--- config.mk ---
export PLATFORM = sky130hd
export DESIGN_NAME = pipe_regfile_mp
export DESIGN_NICKNAME = d
export VERILOG_FILES = /design/src/rtl/pipe_regfile_mp.sv
export SDC_FILE = /design/constraint.sdc
export NUM_CORES = 2
export LEC_CHECK = 0
export CAP_MARGIN = 40
export CORE_AREA = 2 2 324 326
export DETAILED_ROUTE_END_ITERATION = 16
export DIE_AREA = 0 0 326 328
export HOLD_SLACK_MARGIN = 0.05
export PLACE_DENSITY_LB_ADDON = 0.25
export SYNTH_ARGS = -nofsm -noshare
export SYNTH_HDL_FRONTEND = slang
export SYNTH_SLANG_ARGS = --single-unit
--- constraint.sdc ---
create_clock -name clock -period 6.3 [get_ports clock]
set_clock_uncertainty 0.2 [all_clocks]
set_input_delay 1.575 -clock clock [delete_from_list [all_inputs] [get_ports clock]]
set_output_delay 1.575 -clock clock [all_outputs]
set_load 0.005 [all_outputs]
--- src/rtl/pipe_regfile_mp.sv ---
// Multi-read-port GPR file with HI/LO pair for the pipelined MIPS datapath.
// Registered, write-first reads; a post-reset FSM clears the array one entry per cycle.
module pipe_regfile_mp #(
    parameter int DATA_W  = 32,
    parameter int ADDR_W  = 5,
    parameter int NUM_GPR = 32,
    parameter int NUM_RD  = 2
) (
    input  logic                     clock,
    input  logic                     reset,
    output logic                     ready,
    input  logic                     wr_en,
    input  logic [ADDR_W-1:0]        wr_addr,
    input  logic [DATA_W-1:0]        wr_data,
    input  logic                     hilo_we,
    input  logic [2*DATA_W-1:0]      hilo_prod,
    input  logic                     hi_we,
    input  logic                     lo_we,
    input  logic [DATA_W-1:0]        hl_wdata,
    input  logic [NUM_RD*ADDR_W-1:0] rd_addr,
    output logic [NUM_RD*DATA_W-1:0] rd_data,
    output logic [DATA_W-1:0]        hi_out,
    output logic [DATA_W-1:0]        lo_out
);

    typedef enum logic {CLEAR, READY} state_t;

    state_t              state, state_next;
    logic [ADDR_W-1:0]   clr_idx;
    logic [DATA_W-1:0]   gpr [NUM_GPR];
    logic [DATA_W-1:0]   hi_next, lo_next;
    logic [NUM_RD*DATA_W-1:0] rd_next;
    logic                wr_legal;

    // Register 0 and addresses beyond the populated range never hold data.
    function automatic logic addr_ok(input logic [ADDR_W-1:0] a);
        return (a != '0) && (32'(a) < NUM_GPR);
    endfunction

    assign wr_legal = (state == READY) && wr_en && addr_ok(wr_addr);

    // NOTE: every variable written in always_comb gets a default first, so no latch is inferred.
    always_comb begin
        state_next = state;
        if (state == CLEAR && clr_idx == ADDR_W'(NUM_GPR - 1))
            state_next = READY;
    end

    always_ff @(posedge clock) begin
        if (reset) begin
            state   <= CLEAR;
            clr_idx <= '0;
            ready   <= 1'b0;
        end else begin
            state <= state_next;
            ready <= (state_next == READY);
            if (state == CLEAR)
                clr_idx <= clr_idx + 1'b1;
        end
    end

    // NOTE: the array has no reset term so it can map onto RAM; the CLEAR walk zeroes it instead.
    always_ff @(posedge clock) begin
        if (!reset) begin
            if (state == CLEAR)
                gpr[clr_idx] <= '0;
            else if (wr_legal)
                gpr[wr_addr] <= wr_data;
        end
    end

    // HI/LO outputs are the registers themselves, so they already show the post-write value.
    always_comb begin
        hi_next = hi_out;
        lo_next = lo_out;
        if (state == READY) begin
            if (hilo_we) begin
                hi_next = hilo_prod[2*DATA_W-1:DATA_W];
                lo_next = hilo_prod[DATA_W-1:0];
            end else begin
                if (hi_we) hi_next = hl_wdata;
                if (lo_we) lo_next = hl_wdata;
            end
        end
    end

    always_comb begin
        rd_next = '0;
        if (state == READY) begin
            for (int k = 0; k < NUM_RD; k++) begin
                if (wr_legal && wr_addr == rd_addr[k*ADDR_W +: ADDR_W])
                    rd_next[k*DATA_W +: DATA_W] = wr_data;
                else if (addr_ok(rd_addr[k*ADDR_W +: ADDR_W]))
                    rd_next[k*DATA_W +: DATA_W] = gpr[rd_addr[k*ADDR_W +: ADDR_W]];
            end
        end
    end

    // NOTE: sequential state uses non-blocking assignments so every flop samples pre-edge values.
    always_ff @(posedge clock) begin
        if (reset) begin
            hi_out  <= '0;
            lo_out  <= '0;
            rd_data <= '0;
        end else begin
            hi_out  <= hi_next;
            lo_out  <= lo_next;
            rd_data <= rd_next;
        end
    end

endmodule

==> results.toml <==
[outcome]
status = "completed"

[yosys]
postSynthRegisterBits = 1158
ys_top_cells_by_count = "sky130_fd_sc_hd__edfxtp_1 (1024), sky130_fd_sc_hd__mux4_2 (388), sky130_fd_sc_hd__mux2i_1 (253)"
synthTopCellsByArea = "sky130_fd_sc_hd__edfxtp_1 (59%), sky130_fd_sc_hd__mux4_2 (17%), sky130_fd_sc_hd__dfxtp_1 (5.1%), sky130_fd_sc_hd__mux2i_1 (4.8%), sky130_fd_sc_hd__a22oi_1 (2.7%)"
synthArstFlopShare = 0
synth_top_area_frac = 0.588
synthMostInstantiatedCell = "sky130_fd_sc_hd__edfxtp_1"
synth_sequential_area_ratio = 0.639
postSynthCellCount = 3108
synth_top_flop_cell = "sky130_fd_sc_hd__edfxtp_1"
avgSynthCellArea_um2 = 16.8
synth_largest_area_cell = "sky130_fd_sc_hd__edfxtp_1"
synth_edf_count = 1024
synth.cell_area_um2 = 52300
synthesis.nets = 3259
synth_cell_types = 42
count_of_synthesis_stage_warnings_from_yosys = 0

[clock_tree]
post_cts.repair.setup_buffers = 0
clock_latency_ps = 710
holdBufCountCts = 0
ctsRootBufferMaster = "sky130_fd_sc_hd__clkbuf_16"
tritoncts_clock_tree = "done"
ctsHtreeMaxLevel = 3
max-clock-path-buffers = 3
tritoncts.num_buffers = 118
clock_sinks = 1158
ctsResizeCount = 0
clk_pin_slew_worst_paths_ps = 60

[critical_path]
path_buf_inv = 2
startpoint = "wr_addr[4]"
worst-endpoint-arrival_ps = 5180
critPathTopFamily = "simple AND/OR/NAND/NOR gates"
critPathCaptureType = "flop"
path_max_fanout = 31
critical-path-max-stage-delay_ps = 770
regToRegStartpoint = "state"
worst_ep_required_time_ps = 6740
critical_path.slowest_cell = "sky130_fd_sc_hd__nor2_4"
crit_path_kind = "in2reg"
crit_path_start_kind = "input port"
crit_chain = "clkdlybuf4s50_1 -> or4_4 -> o21ai_4 -> buf_4 -> o31ai_2 -> nor2_4 -> a221o_1"

[floorplan]
die_width_um = 326
initial_utilization = 0.507
core_um2 = 103000
io_pins = 278
core.rowCount = 118
die-area_um2 = 107000
chipHeight_um = 328

[routing]
first_iter_violations = 4569
drtPass1Iterations = 6
wl_per_cell_um = 33.9
detail_route.vias_per_cell = 6.84
vias = 33445
antenna_left = 0
routed_wl_mm = 166
drt_drc_violations_left = 0

[timing]
report.final.slew_viol_count = 0
setup_tns_ps = 0
final_report_hold_violation_count = 0
clock.fmax_mhz = 211
slew-limit-headroom = 0.346
timing.final.ws_setup_ps = 1560
least_margin_pin_slew_ps = 979
final.min_clock_period_ps = 4740
final_critical_path_share_of_the_clock_period = 0.752
unrepaired_setup_endpoints_after_global_routing = "no"
setup_violations = 0

[pwr]
power.net_switching_w = 0.00369
p_leak_nw = 19.2
comb_power_share = 0.074
power_frac_clock = 0.422
power.share.sequential = 0.504
cell_internal_pwr_w = 0.0128
power.density_cell_area_nw_per_um2 = 266
maximum_ir_drop_on_the_vdd_rail_uv = 226
sw_frac_of_total = 0.224

[grt]
grt_pass1_vias = 33303
grtUsageTotal = 0.309
overflow = 0
maximum_number_of_pins_on_one_net_before_global_route_repair = 73
global_route_wire_length_before_repair_mm = 238
antenna_found_initial = 8

[placed_design]
dpl.hpwl_mm = 110
placement.io_buffers = 277
globalplace.congestion = 0.951
pre_cts_ws_ps = 921

[finish]
nNetsFinal = 3553
num-fill-cells = 7438
final_layout_size_suffix_gt1_frac = 0.234
flow.area_growth_from_synthesis_pct = 18.2

[worst_hold_path]
type_of_the_worst_min_delay_path = "reg2reg"
min_from = "hi_out[4]"

[flow_run]
max-cap-violations = 0
==> cells by family (layout without fill, tap and decap cells) <==
family                     count (synthesis)  count (layout)  share of synthesized area
xor gates and xnor gates                  12              12                    0.00201
AOI/OAI and AO/OA                        587             587                     0.0845
DFF                                     1158            1158                      0.639
and+or+nand+nor                          408             408                     0.0335
muxes                                    643             643                      0.216
buffers and inverters                    298             694                     0.0248
other                                      0               3                          0
adders and majority gates                  2               2                   0.000478
==> per-stage QoR <==
| stage | cells | cell area, um2 | power (W) | utilization | hold slack, ps |
|---|---|---|---|---|---|
| 2_1_floorplan | 3108 | 52300 | 0.00916 | - | 294 |
| 3_3_place_gp | 4641 | 57600 | 0.00965 | 0.558 | 286 |
| 3_5_place_dp | 4662 | 58000 | 0.00967 | 0.562 | 292 |
| 4_1_cts | 4884 | 61800 | 0.0165 | 0.599 | 300 |
| 5_1_grt | 4886 | 61800 | 0.0169 | 0.599 | 313 |
| 6_report | 4887 | 61800 | 0.0165 | 0.599 | 295 |
==> worst paths after layout <==
path,cells after the start,to,slack [ps]
setup reg to reg,8,gpr[31][6],2510
hold / removal,2,hi_out[4],300
hold reg to reg,2,hi_out[4],300
setup / recovery,7,rd_data[30],1560
==> per-layer routing <==
layer / up-vias / global-route usage / routed length, um
met4: 6 / 0.146 / 8990
met1: 17294 / 0.408 / 60100
li1: 13586 / - / -
met2: 2131 / 0.497 / 79900
met3: 428 / 0.0636 / 16600
met5: - / 0 / 37
==> power groups by stage <==
stage               Clock (W)  Sequential (W)  Combinational (W)
floorplan                   0         0.00846           0.000701
global placement            0         0.00846            0.00118
detailed placement          0         0.00847            0.00120
CTS                   0.00701         0.00831            0.00121
global route          0.00730         0.00831            0.00127
finish                0.00695         0.00831            0.00122
==> tightest hold or removal path, delay by kind of cell (launching register included) <==
family,cells,cell delay (ps)
flops,1,300
simple gates,1,90
compound gates,1,50
==> cell usage in the layout (no fill, tap or decap), types with 77 or more instances in the layout <==
| cell type | instances |
|---|---|
| sky130_fd_sc_hd__a221oi_1 | 124 |
| sky130_fd_sc_hd__a22oi_1 | 190 |
| sky130_fd_sc_hd__buf_4 | 114 |
| sky130_fd_sc_hd__clkbuf_16 | 123 |
| sky130_fd_sc_hd__clkdlybuf4s50_1 | 267 |
| sky130_fd_sc_hd__dfxtp_1 | 134 |
| sky130_fd_sc_hd__edfxtp_1 | 1024 |
| sky130_fd_sc_hd__mux2i_1 | 253 |
| sky130_fd_sc_hd__mux4_2 | 388 |
| sky130_fd_sc_hd__nand2_1 | 77 |
| sky130_fd_sc_hd__nor2_1 | 198 |
==> area by class of cell <==
cell class,count,area (um2),area share
tap,1380,1730,0.0279
clock inverter,58,509,0.00824
sequential,1158,33400,0.541
inverter,39,146,0.00237
antenna,3,7.51,0.000121
clock buffer,164,3340,0.0539
multi-input combinational,1652,18200,0.295
timing repair buffer,433,4460,0.0721
==> flip-flops by register name (all words and copies together) (netlist names) <==
| register | cells |
|---|---|
| lo_out | 32 |
| state | 1 |
| hi_out | 32 |
| clr_idx | 5 |
| rd_data | 64 |
| gpr | 1024 |
No activity file was read; power rests on OpenSTA's default activity.
